--- config.mk ---
export PLATFORM = sky130hd
export DESIGN_NAME = ultrasonic_echo_capture
export DESIGN_NICKNAME = d
export VERILOG_FILES = /design/src/rtl/fuel_pkg.sv /design/src/rtl/ultrasonic_echo_capture_echo_sync.sv /design/src/rtl/ultrasonic_echo_capture.sv
export SDC_FILE = /design/constraint.sdc
export NUM_CORES = 1
export LEC_CHECK = 0
export ABC_AREA = 1
export ABC_CLOCK_PERIOD_IN_PS = 1720
export BUFFER_PORTS_ARGS = -buffer_cell sky130_fd_sc_hd__buf_2
export CORE_AREA = 5 5 106 157
export CTS_BUF_LIST = sky130_fd_sc_hd__clkbuf_2
export CTS_CLUSTER_DIAMETER = 30
export DETAILED_ROUTE_END_ITERATION = 8
export DIE_AREA = 0 0 111 162
export GPL_TIMING_DRIVEN = 0
export PLACE_DENSITY = 0.54
export SLEW_MARGIN = 25
export SYNTH_ARGS = -nofsm -noshare
export SYNTH_HDL_FRONTEND = slang
export SYNTH_SLANG_ARGS = --single-unit
--- constraint.sdc ---
create_clock -name clk -period 1.72 [get_ports clk]
set_input_delay 0 -clock clk [delete_from_list [all_inputs] [get_ports clk]]
set_output_delay 0 -clock clk [all_outputs]
set_load 0.01 [all_outputs]
--- src/rtl/fuel_pkg.sv ---
// Shared constants for the tank-level sensing path: data widths, default sensor
// timing at 50 MHz, and the echo-capture state encoding.
package fuel_pkg;

  localparam int unsigned DIST_W = 21;
  localparam int unsigned HOLD_W = 22;

  localparam int unsigned TRIG_CYCLES_DEF    = 500;
  localparam int unsigned RISE_TIMEOUT_DEF   = 1_000_000;
  localparam int unsigned ECHO_MAX_DEF       = 1_900_000;
  localparam int unsigned HOLDOFF_CYCLES_DEF = 2_500_000;

  localparam logic [2:0] ST_IDLE      = 3'd0;
  localparam logic [2:0] ST_TRIG      = 3'd1;
  localparam logic [2:0] ST_WAIT_RISE = 3'd2;
  localparam logic [2:0] ST_MEASURE   = 3'd3;
  localparam logic [2:0] ST_HOLDOFF   = 3'd4;

  typedef enum logic [2:0] {
    S_IDLE      = ST_IDLE,
    S_TRIG      = ST_TRIG,
    S_WAIT_RISE = ST_WAIT_RISE,
    S_MEASURE   = ST_MEASURE,
    S_HOLDOFF   = ST_HOLDOFF
  } echo_state_t;

endpackage

--- src/rtl/ultrasonic_echo_capture_echo_sync.sv ---
// Two-flop synchroniser for the asynchronous ECHO pin plus edge pulses.
// Rise and fall see the same delay, so pulse width is preserved exactly.
module echo_sync (
  input  logic clk,
  input  logic rst,
  input  logic echo,
  output logic level,
  output logic rise,
  output logic fall
);

  logic s1, s2, prev;

  always_ff @(posedge clk) begin
    if (rst) begin
      s1   <= 1'b0;
      s2   <= 1'b0;
      prev <= 1'b0;
    end else begin
      s1   <= echo;
      s2   <= s1;
      prev <= s2;
    end
  end

  assign level = s2;
  assign rise  = s2 & ~prev;
  assign fall  = ~s2 & prev;

endmodule

--- src/rtl/ultrasonic_echo_capture.sv ---
// HC-SR04 driver: fires TRIG, times the ECHO high width in clk cycles and
// publishes it on distance_raw, with rise/width timeouts and a post-shot holdoff.
//
// state     | meaning
// IDLE      | waiting for start or auto_en
// TRIG      | trig high for TRIG_CYCLES
// WAIT_RISE | waiting for echo rise, bounded by RISE_TIMEOUT
// MEASURE   | counting echo high cycles, bounded by ECHO_MAX
// HOLDOFF   | sensor quiet time before the next shot
module ultrasonic_echo_capture
  import fuel_pkg::*;
#(
  parameter int unsigned TRIG_CYCLES    = TRIG_CYCLES_DEF,
  parameter int unsigned RISE_TIMEOUT   = RISE_TIMEOUT_DEF,
  parameter int unsigned ECHO_MAX       = ECHO_MAX_DEF,
  parameter int unsigned HOLDOFF_CYCLES = HOLDOFF_CYCLES_DEF
) (
  input  logic              clk,
  input  logic              rst,
  input  logic              start,
  input  logic              auto_en,
  input  logic              echo,
  output logic              trig,
  output logic [DIST_W-1:0] distance_raw,
  output logic              raw_valid,
  output logic              timeout,
  output logic              busy
);

  localparam logic [DIST_W-1:0] TRIG_LAST = DIST_W'(TRIG_CYCLES - 1);
  localparam logic [DIST_W-1:0] RISE_LAST = DIST_W'(RISE_TIMEOUT - 1);
  localparam logic [DIST_W-1:0] ECHO_LIM  = DIST_W'(ECHO_MAX);
  localparam logic [HOLD_W-1:0] HOLD_LOAD = HOLD_W'(HOLDOFF_CYCLES - 1);

  echo_state_t       state, state_n;
  logic [DIST_W-1:0] cnt, cnt_n;
  logic [HOLD_W-1:0] hold_cnt, hold_n;
  logic [DIST_W-1:0] dist_n;
  logic              valid_n, tmo_n;
  logic              echo_s, echo_rise, echo_fall;

  echo_sync u_sync (
    .clk   (clk),
    .rst   (rst),
    .echo  (echo),
    .level (echo_s),
    .rise  (echo_rise),
    .fall  (echo_fall)
  );

  always_comb begin
    state_n = state;
    cnt_n   = cnt;
    hold_n  = hold_cnt;
    dist_n  = distance_raw;
    valid_n = 1'b0;
    tmo_n   = timeout;
    case (state)
      S_IDLE: begin
        cnt_n = '0;
        if (start || auto_en) state_n = S_TRIG;
      end
      S_TRIG: begin
        if (cnt == TRIG_LAST) begin
          state_n = S_WAIT_RISE;
          cnt_n   = '0;
        end else begin
          cnt_n = cnt + 1'b1;
        end
      end
      S_WAIT_RISE: begin
        // the edge detector ignores a level that was already high on entry
        if (echo_rise) begin
          state_n = S_MEASURE;
          cnt_n   = DIST_W'(1);
        end else if (cnt == RISE_LAST) begin
          state_n = S_HOLDOFF;
          tmo_n   = 1'b1;
          hold_n  = HOLD_LOAD;
        end else begin
          cnt_n = cnt + 1'b1;
        end
      end
      S_MEASURE: begin
        if (echo_fall) begin
          state_n = S_HOLDOFF;
          dist_n  = cnt;
          valid_n = 1'b1;
          tmo_n   = 1'b0;
          hold_n  = HOLD_LOAD;
        end else if (cnt == ECHO_LIM) begin
          state_n = S_HOLDOFF;
          tmo_n   = 1'b1;
          hold_n  = HOLD_LOAD;
        end else if (echo_s) begin
          cnt_n = cnt + 1'b1;
        end
      end
      S_HOLDOFF: begin
        if (hold_cnt == '0) state_n = S_IDLE;
        else hold_n = hold_cnt - 1'b1;
      end
      default: state_n = S_IDLE;
    endcase
  end

  always_ff @(posedge clk) begin
    if (rst) begin
      state        <= S_IDLE;
      cnt          <= '0;
      hold_cnt     <= '0;
      distance_raw <= '0;
      raw_valid    <= 1'b0;
      timeout      <= 1'b0;
      trig         <= 1'b0;
      busy         <= 1'b0;
    end else begin
      state        <= state_n;
      cnt          <= cnt_n;
      hold_cnt     <= hold_n;
      distance_raw <= dist_n;
      raw_valid    <= valid_n;
      timeout      <= tmo_n;
      trig         <= (state_n == S_TRIG);
      busy         <= (state_n != S_IDLE);
    end
  end

endmodule

==> flow_metrics.py, run 1 <==
metrics = {
    "run_status": {
        "violations": "negative setup slack",
        "run_status": "finished, violations left",
    },
    "logic_synthesis": {
        "synth_edf_count": 0,
        "ys_ff_latch": 74,
        "synthTopCellsByCount": "nand2_1 (163), nor2_1 (98), nand3_1 (87), dfxtp_1 (74), inv_1 (71)",
        "synth_cells": 690,
        "yosysMostFrequentCell": "nand2_1",
        "async_flop_share": 0,
        "avgSynthCellArea_um2": 6.41,
        "synth-seq-area-share": 0.335,
        "yosys.cell_types.count": 36,
        "yosys_warnings": 0,
        "synth_nets": 698,
        "synth_top_area_share": 0.335,
        "syn_area_um2": 4430,
        "synthTopCellsByArea": "dfxtp_1 (33%), nand2_1 (14%), nand3_1 (9.8%), nor2_1 (8.3%), inv_1 (6.0%)",
        "synth_ff_type": "dfxtp_1",
        "synth_top_area_cell": "dfxtp_1",
    },
    "grt": {
        "grt_pass1_vias": 4736,
        "grt_max_degree": 14,
        "grt_first_pass_wirelength_mm": 23.8,
        "antenna_found_initial": 1,
        "grt_usage": 0.167,
        "overflow": 0,
    },
    "routing": {
        "wl_mm": 15.2,
        "drt_iter0_drc": 203,
        "firstDrtPassIters": 5,
        "wl_per_cell_um": 15.5,
        "antenna_left": 0,
        "drc_errors": 0,
        "num_vias": 4768,
        "vias_per_cell": 4.86,
    },
    "finish": {
        "nNetsFinal": 784,
        "fin_area_um2": 6270,
        "area_delta_synth_final_pct": 41.7,
        "post-route-util": 0.416,
        "drive_gt1_frac": 0.397,
    },
    "clock_tree": {
        "cts_tree": "yes",
        "clk_pin_slew_ns": 0.22,
        "cts_root_buf": "clkbuf_2",
        "cts.sinks": 74,
        "cts_buffers": 9,
        "cts-htree-levels": 3,
        "clk_latency_ns": 0.57,
        "clock_path_buffers": 2,
    },
    "floorplan": {
        "dieArea_um2": 18000,
        "die-height_um": 162,
        "row_count": 55,
        "core_area_um2": 15100,
        "chipWidth_um": 111,
        "initial_core_util": 0.294,
        "io_pins": 30,
    },
    "setup_path": {
        "critPathMaxFanout": 8,
        "required_ns": 2.16,
        "r2r_cells": 12,
        "critPathLaunchType": "flop",
        "worstSetupPathType": "flop to flop",
        "regToRegEndpoint": "cnt[8]$_SDFFE_PP0P_",
        "ff2ff_setup_slack_ns": -0.13,
        "reg2reg_from": "cnt[9]$_SDFFE_PP0P_",
        "end_kind": "flop",
        "crit_arrival_ns": 2.29,
    },
    "timing": {
        "worst_pin_slew_ns": 0.818,
        "fin_crit_ns": 1.85,
        "finalCritPeriodShare": 1.08,
        "setup_viol": 19,
        "tns_ns": -1.25,
        "slew_headroom": 0.455,
        "fmax_ghz": 0.540,
        "hold_viol_final": 0,
        "finalMaxSlewViolations": 0,
        "fin_skew_ns": 0.0349,
        "rsz0062_at_grt": "yes",
        "postLayoutSetupSlackWorst_ns": -0.131,
    },
    "pwr": {
        "intPower_mw": 2.10,
        "clkPwrFrac": 0.351,
        "switching_share": 0.282,
        "p_leak_nw": 2.88,
        "p_seq_frac": 0.586,
        "ir_worst_vdd_uv": 309,
        "combPwrFrac": 0.063,
        "p_switching_uw": 826,
        "power.density_nw_per_um2": 466,
        "p_total_mw": 2.93,
    },
    "place": {
        "place_hpwl_mm": 10.7,
        "place_area_um2": 4820,
        "gp_routability_congestion": 0.935,
        "post-place-ws_ns": -0.507,
        "io_buffers": 29,
    },
    "run": {
        "drv_cap": 0,
    },
    "worst_hold_path": {
        "hold_path_end": "cnt[17]$_SDFFE_PP0P_",
        "worstHoldPathType": "input port to flop",
        "hold_depth": 7,
        "hp-start": "rst",
    },
}
## worst max-delay path by stage
stage                        start                        end  slack (ns)  cells after the start
3_5_place_dp   cnt[6]$_SDFFE_PP0P_  hold_cnt[11]$_SDFFE_PP0P_       -0.51                      8
2_1_floorplan  cnt[1]$_SDFFE_PP0P_        cnt[6]$_SDFFE_PP0P_       0.006                     12
5_1_grt        cnt[0]$_SDFFE_PP0P_        cnt[9]$_SDFFE_PP0P_       -0.19                     15
6_report       cnt[9]$_SDFFE_PP0P_        cnt[8]$_SDFFE_PP0P_       -0.13                     12
4_1_cts        cnt[0]$_SDFFE_PP0P_       cnt[19]$_SDFFE_PP0P_       -0.13                     15
3_3_place_gp   cnt[6]$_SDFFE_PP0P_  hold_cnt[11]$_SDFFE_PP0P_       -0.51                      8
## layer usage
layer	up-vias	track usage	wire (um)
li1	2409	-	-
met3	55	0.0183	385
met1	2186	0.168	5680
met2	118	0.318	8250
met4	0	0.116	932
met5	-	0	0
## stage by stage
stage | instances | hold slack (ns)
5_1_grt | 981 | 0.381
4_1_cts | 969 | 0.349
3_5_place_dp | 918 | 0.214
2_1_floorplan | 690 | 0.107
3_3_place_gp | 918 | 0.206
6_report | 981 | 0.385
## layout by cell type (no fill, tap or decap), drive strengths merged, types with 4 or more instances in the layout
master | Yosys | final
nand2 | 173 | 173
nor2 | 109 | 109
nand3 | 89 | 89
buf | 14 | 84
inv | 76 | 74
dfxtp | 74 | 74
a21oi | 53 | 53
o21ai | 30 | 30
clkbuf | 13 | 22
nand4 | 16 | 16
xor2 | 9 | 9
nor3 | 9 | 9
o211ai | 7 | 7
or2 | 6 | 6
dlygate4sd3 | 0 | 5
clkinvlp | 0 | 4
clkinv | 0 | 4
## repair_timing
action,in CTS,in global routing
hold endpoints to repair,20,0
hold buffers,5,0
endpoints found under the setup margin,71,61
cloned,4,1
pin swaps,26,34
resized for setup,121,154
setup buffers,28,13
## final cells by class
| cell class | count | area (um2) |
|---|---|---|
| Antenna cell | 1 | 2.50 |
| Buffer | 25 | 215 |
| Clock buffer | 9 | 45.0 |
| Clock inverter | 7 | 68.8 |
| Fill cell | 1543 | 8800 |
| Inverter | 76 | 307 |
| Multi-Input combinational cell | 513 | 3160 |
| Sequential cell | 74 | 1560 |
| Tap cell | 199 | 249 |
| Timing Repair Buffer | 77 | 667 |
## state kept, by name, summed over array words and instances (netlist names)
name,cells
u_sync.level,1
u_sync.s1,1
raw_valid,1
distance_raw,21
state,3
cnt,21
timeout,1
trig,1
busy,1
u_sync.prev,1
hold_cnt,22
## power by group through the flow
stage               Clock (mW)  Combinational, mW  Sequential [mW]
floorplan                    0             0.0807             1.77
global placement             0              0.136             1.77
detailed placement           0              0.135             1.77
CTS                       1.08              0.173             1.73
global route              1.14              0.201             1.72
finish                    1.03              0.184             1.71
## kinds of logic (layout without fill, tap and decap cells)
family                   Yosys count  count (layout)  synth area share
other                              0               1                 0
AND/OR/NAND/NOR                  404             404             0.414
adder cells (fa/ha/maj)            3               3           0.00848
AO/OA/AOI/OAI                     94              94             0.120
buffers and inverters            103             194            0.0987
flip-flops                        74              74             0.335
XOR/XNOR                          12              12            0.0238
## critical path, stage by stage (launching register included)
cell	delay [ns]
dfxtp_1	0.35
buf_2	0.21
nand3_1	0.12
nor2_1	0.16
nand3_2	0.11
nor2_4	0.19
nor2_8	0.06
nand2_8	0.12
inv_8	0.06
buf_6	0.11
buf_8	0.13
nand2_2	0.06
a21oi_2	0.04
Power figures use the tool's default switching activity.
==> run 2: changes to the inputs <==
--- a/config.mk
+++ b/config.mk
@@ -7,14 +7,14 @@
 export LEC_CHECK = 0
 export ABC_AREA = 1
 export ABC_CLOCK_PERIOD_IN_PS = 1720
-export BUFFER_PORTS_ARGS = -buffer_cell sky130_fd_sc_hd__buf_2
-export CORE_AREA = 5 5 106 157
+export CORE_AREA = 2 2 103 154
 export CTS_BUF_LIST = sky130_fd_sc_hd__clkbuf_2
 export CTS_CLUSTER_DIAMETER = 30
 export DETAILED_ROUTE_END_ITERATION = 8
-export DIE_AREA = 0 0 111 162
+export DIE_AREA = 0 0 105 156
+export DONT_BUFFER_PORTS = 1
 export GPL_TIMING_DRIVEN = 0
-export PLACE_DENSITY = 0.54
+export PLACE_DENSITY = 0.52
 export SLEW_MARGIN = 25
 export SYNTH_ARGS = -nofsm -noshare
 export SYNTH_HDL_FRONTEND = slang
==> run 2 against run 1 <==
Against the previous run:
- the run ends with negative hold slack, negative setup slack left
- utilization down 3.7 points
- worst hold slack got worse by 0.65 ns
- wire length shrank 3.8%
- sequential cell count stayed put
- total power grew 8.4%
- cell count decreased by 3.3%
- largest cell class unchanged
- highest routed layer unchanged
==> flow_metrics.py, run 2 (synthesized netlist as in run 1, its figures left out) <==
metrics = {
    "grt": {
        "grt_usage": 0.181,
        "grt_pass1_vias": 4531,
        "grt_max_degree": 13,
        "antenna_found_initial": 1,
        "overflow": 0,
        "grt_first_pass_wirelength_mm": 23.2,
    },
    "routing": {
        "drc_errors": 0,
        "vias_per_cell": 4.87,
        "wl_mm": 14.7,
        "firstDrtPassIters": 6,
        "num_vias": 4620,
        "wl_per_cell_um": 15.5,
        "drt_iter0_drc": 191,
        "antenna_left": 0,
    },
    "run_status": {
        "violations": "negative hold slack, negative setup slack",
        "run_status": "finished, violations left",
    },
    "clock_tree": {
        "cts.sinks": 74,
        "cts_root_buf": "clkbuf_2",
        "cts_buffers": 9,
        "clk_pin_slew_ns": 0.21,
        "cts-htree-levels": 3,
        "clk_latency_ns": 0.58,
        "cts_tree": "yes",
        "clock_path_buffers": 2,
        "ctsHoldBuffers": 8,
    },
    "timing": {
        "fin_crit_ns": 1.81,
        "finalCritPeriodShare": 1.05,
        "postLayoutSetupSlackWorst_ns": -0.0918,
        "hold_viol_final": 6,
        "fmax_ghz": 0.552,
        "setup_viol": 20,
        "rsz0062_at_grt": "yes",
        "tns_ns": -1.04,
        "worst_pin_slew_ns": 0.745,
        "slew_headroom": 0.503,
        "finalMaxSlewViolations": 0,
        "whs_ns": -0.268,
        "fin_skew_ns": 0.0434,
    },
    "place": {
        "place_hpwl_mm": 10.5,
        "gp_routability_congestion": 0.940,
        "post-place-ws_ns": -0.450,
        "place_area_um2": 4680,
        "dp.cells": 889,
        "io_buffers": 0,
    },
    "finish": {
        "fin_area_um2": 5690,
        "top_register": "hold_cnt",
        "post-route-util": 0.379,
        "nNetsFinal": 752,
        "mostFrequentLayoutCell": "nand2_1",
        "largest_register_ff_count": 22,
        "drive_gt1_frac": 0.290,
        "area_delta_synth_final_pct": 28.5,
        "nFillCells": 1681,
        "stdcell_count": 949,
        "mostFrequentLayoutCells": "nand2_1 (131), nand3_1 (82), nor2_1 (80), inv_1 (61), dfxtp_1 (46)",
        "largestRegisters": "hold_cnt x22, cnt x21, distance_raw x21",
    },
    "setup_path": {
        "worstSetupPathType": "flop to flop",
        "ff2ff_setup_slack_ns": -0.09,
        "reg2reg_from": "cnt[0]$_SDFFE_PP0P_",
        "cp_common_cell": "buf_6",
        "crit_arrival_ns": 2.27,
        "crit_path_max_incr_delay_ns": 0.43,
        "r2r_cells": 13,
        "regToRegEndpoint": "cnt[19]$_SDFFE_PP0P_",
        "required_ns": 2.17,
        "end_kind": "flop",
        "crit_buf_inv": 3,
        "critical-path-top-delay-family": "simple AND/OR/NAND/NOR gates",
        "critPathMaxFanout": 7,
        "path_depth": 13,
        "cp_cell_sequence": "ha_4 -> buf_6 -> nand3_4 -> nor2_4 -> nand3_2 -> nor2_4 -> nor2_8 -> nand2_8 -> buf_6 -> buf_6 -> nand2_2 -> nand2_2 -> a21oi_2",
        "cpMaxStageDelayCell": "dfxtp_4",
        "critPathLaunchType": "flop",
    },
    "run": {
        "drv_cap": 0,
    },
    "floorplan": {
        "core_area_um2": 15000,
        "die-height_um": 156,
        "io_pins": 30,
        "initial_core_util": 0.295,
        "row_count": 55,
        "dieArea_um2": 16400,
        "chipWidth_um": 105,
    },
    "pwr": {
        "p_leak_nw": 2.52,
        "ir_worst_vdd_uv": 422,
        "p_total_mw": 3.17,
        "power.density_nw_per_um2": 558,
    },
    "worst_hold_path": {
        "hold_depth": 5,
        "hold_path_end": "cnt[18]$_SDFFE_PP0P_",
        "hp-start": "rst",
        "worstHoldPathType": "input port to flop",
    },
}
[run 2: changes by cell type in the layout (fill, tap and decap cells not counted), sizes merged]
cell	before	now
buf	84	52
clkinvlp	4	3
bufinv	1	3
dlygate4sd3	5	8
clkbuf	22	20
clkinv	4	2
[run 2: worst min-delay path, cell delays in order]
cell and delay, ns:
nor3_1 0.03, nand2_1 0.10, nand2_4 0.09, inv_2 0.05
nor2_1 0.03
[run 2: worst max path at each step]
stage | slack [ns] | endpoint | from
4_1_cts | -0.09 | cnt[19]$_SDFFE_PP0P_ | cnt[0]$_SDFFE_PP0P_
3_5_place_dp | -0.45 | hold_cnt[3]$_SDFFE_PP0P_ | cnt[6]$_SDFFE_PP0P_
2_1_floorplan | 0.006 | cnt[6]$_SDFFE_PP0P_ | cnt[1]$_SDFFE_PP0P_
6_report | -0.09 | cnt[19]$_SDFFE_PP0P_ | cnt[0]$_SDFFE_PP0P_
5_1_grt | -0.17 | cnt[16]$_SDFFE_PP0P_ | cnt[8]$_SDFFE_PP0P_
3_3_place_gp | -0.46 | cnt[7]$_SDFFE_PP0P_ | cnt[6]$_SDFFE_PP0P_
[run 2: layout make-up]
cell class,instances,area [um2],share of cell area
timing repair buffer,45,404,0.0711
buffer,25,193,0.0339
sequential,74,1540,0.271
tap,199,249,0.0438
multi-input combinational,513,2840,0.499
antenna,1,2.50,0.000440
clock inverter,6,105,0.0185
clock buffer,10,50.0,0.00880
inverter,76,305,0.0537
[run 2: timing repair]
action | CTS | global route
gates cloned | 2 | 0
resized for setup | 104 | 74
endpoints found under the setup margin | 71 | 63
pin swaps | 19 | 23
endpoints found under the hold margin | 36 | 6
buffers inserted | 21 | 16
[run 2: per-layer routing]
layer  track usage  up-vias  wire, um
met4         0.101        0       699
met2         0.341      131      7780
li1              -     2338         -
met5             0        -         0
met3        0.0292       46       567
met1         0.190     2105      5620
[run 2: report_power, final]
part	internal, mW	leakage, nW	switching (mW)
clock	0.622	0.0872	0.661
sequential	1.71	0.614	0.0107
combinational	0.0515	1.82	0.112
total	2.39	2.52	0.784
==> run 3: changes to the inputs <==
--- a/config.mk
+++ b/config.mk
@@ -14,6 +14,7 @@
 export DIE_AREA = 0 0 105 156
 export DONT_BUFFER_PORTS = 1
 export GPL_TIMING_DRIVEN = 0
+export MAX_ROUTING_LAYER = met4
 export PLACE_DENSITY = 0.52
 export SLEW_MARGIN = 25
 export SYNTH_ARGS = -nofsm -noshare
==> run 3 against run 2 <==
Against the previous run:
- the run ends with negative setup slack left
- die area did not move
- clock power fell by 11%
- worst setup slack better by 0.033 ns
- critical path type unchanged
==> flow_metrics.py, run 3 (synthesized netlist as in run 1, its figures left out) <==
metrics = {
    "setup_path": {
        "worstSetupPathType": "flop to flop",
        "cp_cell_sequence": "ha_4 -> buf_6 -> nand3_4 -> nor2_4 -> nand3_2 -> nor2_4 -> nor2_8 -> nand2_8 -> inv_8 -> buf_6 -> nand2_2 -> nand2_1 -> nor2_1",
        "critPathMaxFanout": 6,
        "cpMaxStageDelayCell": "dfxtp_4",
        "r2r_cells": 13,
        "critPathLaunchType": "flop",
        "crit_arrival_ns": 2.29,
        "end_kind": "flop",
        "regToRegEndpoint": "cnt[16]$_SDFFE_PP0P_",
        "reg2reg_from": "cnt[0]$_SDFFE_PP0P_",
        "required_ns": 2.23,
        "ff2ff_setup_slack_ns": -0.06,
        "crit_path_max_incr_delay_ns": 0.43,
    },
    "clock_tree": {
        "cts.sinks": 74,
        "cts_buffers": 9,
        "clock_path_buffers": 2,
        "cts_root_buf": "clkbuf_2",
        "clk_latency_ns": 0.58,
        "cts_tree": "yes",
        "clk_pin_slew_ns": 0.21,
        "cts-htree-levels": 3,
    },
    "timing": {
        "finalMaxSlewViolations": 0,
        "fin_crit_ns": 1.78,
        "slew_headroom": 0.546,
        "fin_skew_ns": 0.0378,
        "fmax_ghz": 0.562,
        "worst_pin_slew_ns": 0.680,
        "rsz0062_at_grt": "yes",
        "postLayoutSetupSlackWorst_ns": -0.0592,
        "whs_ns": 0.0719,
        "finalCritPeriodShare": 1.03,
        "hold_viol_final": 0,
        "setup_viol": 15,
    },
    "worst_hold_path": {
        "hp-start": "rst",
        "hold_depth": 3,
        "worstHoldPathType": "input port to flop",
        "hold_path_end": "hold_cnt[17]$_SDFFE_PP0P_",
    },
    "run_status": {
        "run_status": "finished, violations left",
        "violations": "negative setup slack",
    },
    "finish": {
        "nFillCells": 1689,
        "nNetsFinal": 746,
        "fin_area_um2": 5600,
        "regArea_um2": 1540,
        "largest_register_ff_count": 22,
        "drive_gt1_frac": 0.278,
        "mostFrequentLayoutCells": "nand2_1 (132), nand3_1 (83), nor2_1 (79), inv_1 (61), dfxtp_1 (47)",
        "multi_input_area_um2": 2810,
        "mostFrequentLayoutCell": "nand2_1",
        "top_register": "hold_cnt",
        "area_delta_synth_final_pct": 26.4,
        "largestRegisters": "hold_cnt x22, cnt x21, distance_raw x21",
        "post-route-util": 0.373,
    },
    "grt": {
        "overflow": 0,
        "grt_pass1_vias": 4527,
        "grt_max_degree": 13,
        "grt_usage": 0.189,
        "antenna_found_initial": 1,
        "grt_first_pass_wirelength_mm": 23.5,
    },
    "routing": {
        "wl_mm": 14.6,
        "drt_iter0_drc": 168,
        "firstDrtPassIters": 5,
        "vias_per_cell": 4.85,
        "num_vias": 4565,
        "wl_per_cell_um": 15.5,
        "antenna_left": 0,
        "drc_errors": 0,
    },
    "floorplan": {
        "initial_core_util": 0.295,
        "dieArea_um2": 16400,
        "die-height_um": 156,
        "row_count": 55,
        "core_area_um2": 15000,
        "io_pins": 30,
        "chipWidth_um": 105,
    },
    "run": {
        "drv_cap": 0,
    },
    "pwr": {
        "power.density_nw_per_um2": 543,
        "p_leak_nw": 2.42,
        "ir_worst_vdd_uv": 288,
    },
    "place": {
        "gp_routability_congestion": 0.898,
        "io_buffers": 0,
        "place_area_um2": 4680,
        "place_hpwl_mm": 10.6,
        "post-place-ws_ns": -0.424,
    },
}
run 3: cell types whose count changed in the layout (fill, tap and decap cells not counted), moves of 3 or more:
cell      change
buf_4        -11
clkbuf_4      +3
nand2_2       +3
nand2_4       -4
run 3: worst max-delay path: cells and delay by family (launching register included):
kind | cells | cell delay (ns)
buffers and inverters | 3 | 0.29
and+or+nand+nor | 9 | 0.89
adders and majority gates | 1 | 0.13
DFF | 1 | 0.43
run 3: worst max-delay path by stage:
stage                        startpoint                        end  slack (ns)  cells after the start
floorplan           cnt[1]$_SDFFE_PP0P_        cnt[6]$_SDFFE_PP0P_       0.006                     12
global placement    cnt[6]$_SDFFE_PP0P_        cnt[7]$_SDFFE_PP0P_       -0.44                     10
detailed placement  cnt[6]$_SDFFE_PP0P_  hold_cnt[11]$_SDFFE_PP0P_       -0.42                      8
CTS                 cnt[1]$_SDFFE_PP0P_       cnt[16]$_SDFFE_PP0P_       -0.04                     13
global route        cnt[0]$_SDFFE_PP0P_   hold_cnt[7]$_SDFFE_PP0P_       -0.14                     13
finish              cnt[0]$_SDFFE_PP0P_       cnt[16]$_SDFFE_PP0P_       -0.06                     13
run 3: cell type report:
class | count | share of cell area
Clock inverter | 5 | 0.0143
Clock buffer | 10 | 0.00894
Tap cell | 199 | 0.0445
Timing Repair Buffer | 37 | 0.0617
Sequential cell | 74 | 0.275
Inverter | 76 | 0.0534
Multi-Input combinational cell | 513 | 0.503
Buffer | 27 | 0.0385
Antenna cell | 1 | 0.000447
run 3: power breakdown:
group	internal (mW)	switching, mW
logic	0.0553	0.113
clock network	0.476	0.666
registers	1.71	0.0105
total	2.25	0.790
run 3: what timing repair did:
action	in CTS	in global routing
endpoints found under the hold margin	45	6
gates resized for setup	87	82
hold buffers	9	1
pin swaps	16	15
buffers inserted	19	8
gates cloned	1	0
setup endpoints to repair	71	62
run 3: per-stage QoR:
step                      setup TNS (ns)  power [mW]  cells
after floorplan                        0        1.85    690
after global placement            -20.23        1.90    889
after detailed placement          -19.67        1.90    889
after CTS                         -0.399        3.08    932
after global routing               -4.18        3.18    942
final                             -0.339        3.04    942
run 3: per-layer routing:
| layer | vias to the layer above | track usage | share of wire |
|---|---|---|---|
| met5 | - | - | 0 |
| met4 | 0 | 0.0940 | 0.051 |
| met3 | 52 | 0.0280 | 0.027 |
| met2 | 98 | 0.345 | 0.52 |
| met1 | 2080 | 0.198 | 0.40 |
| li1 | 2335 | - | - |
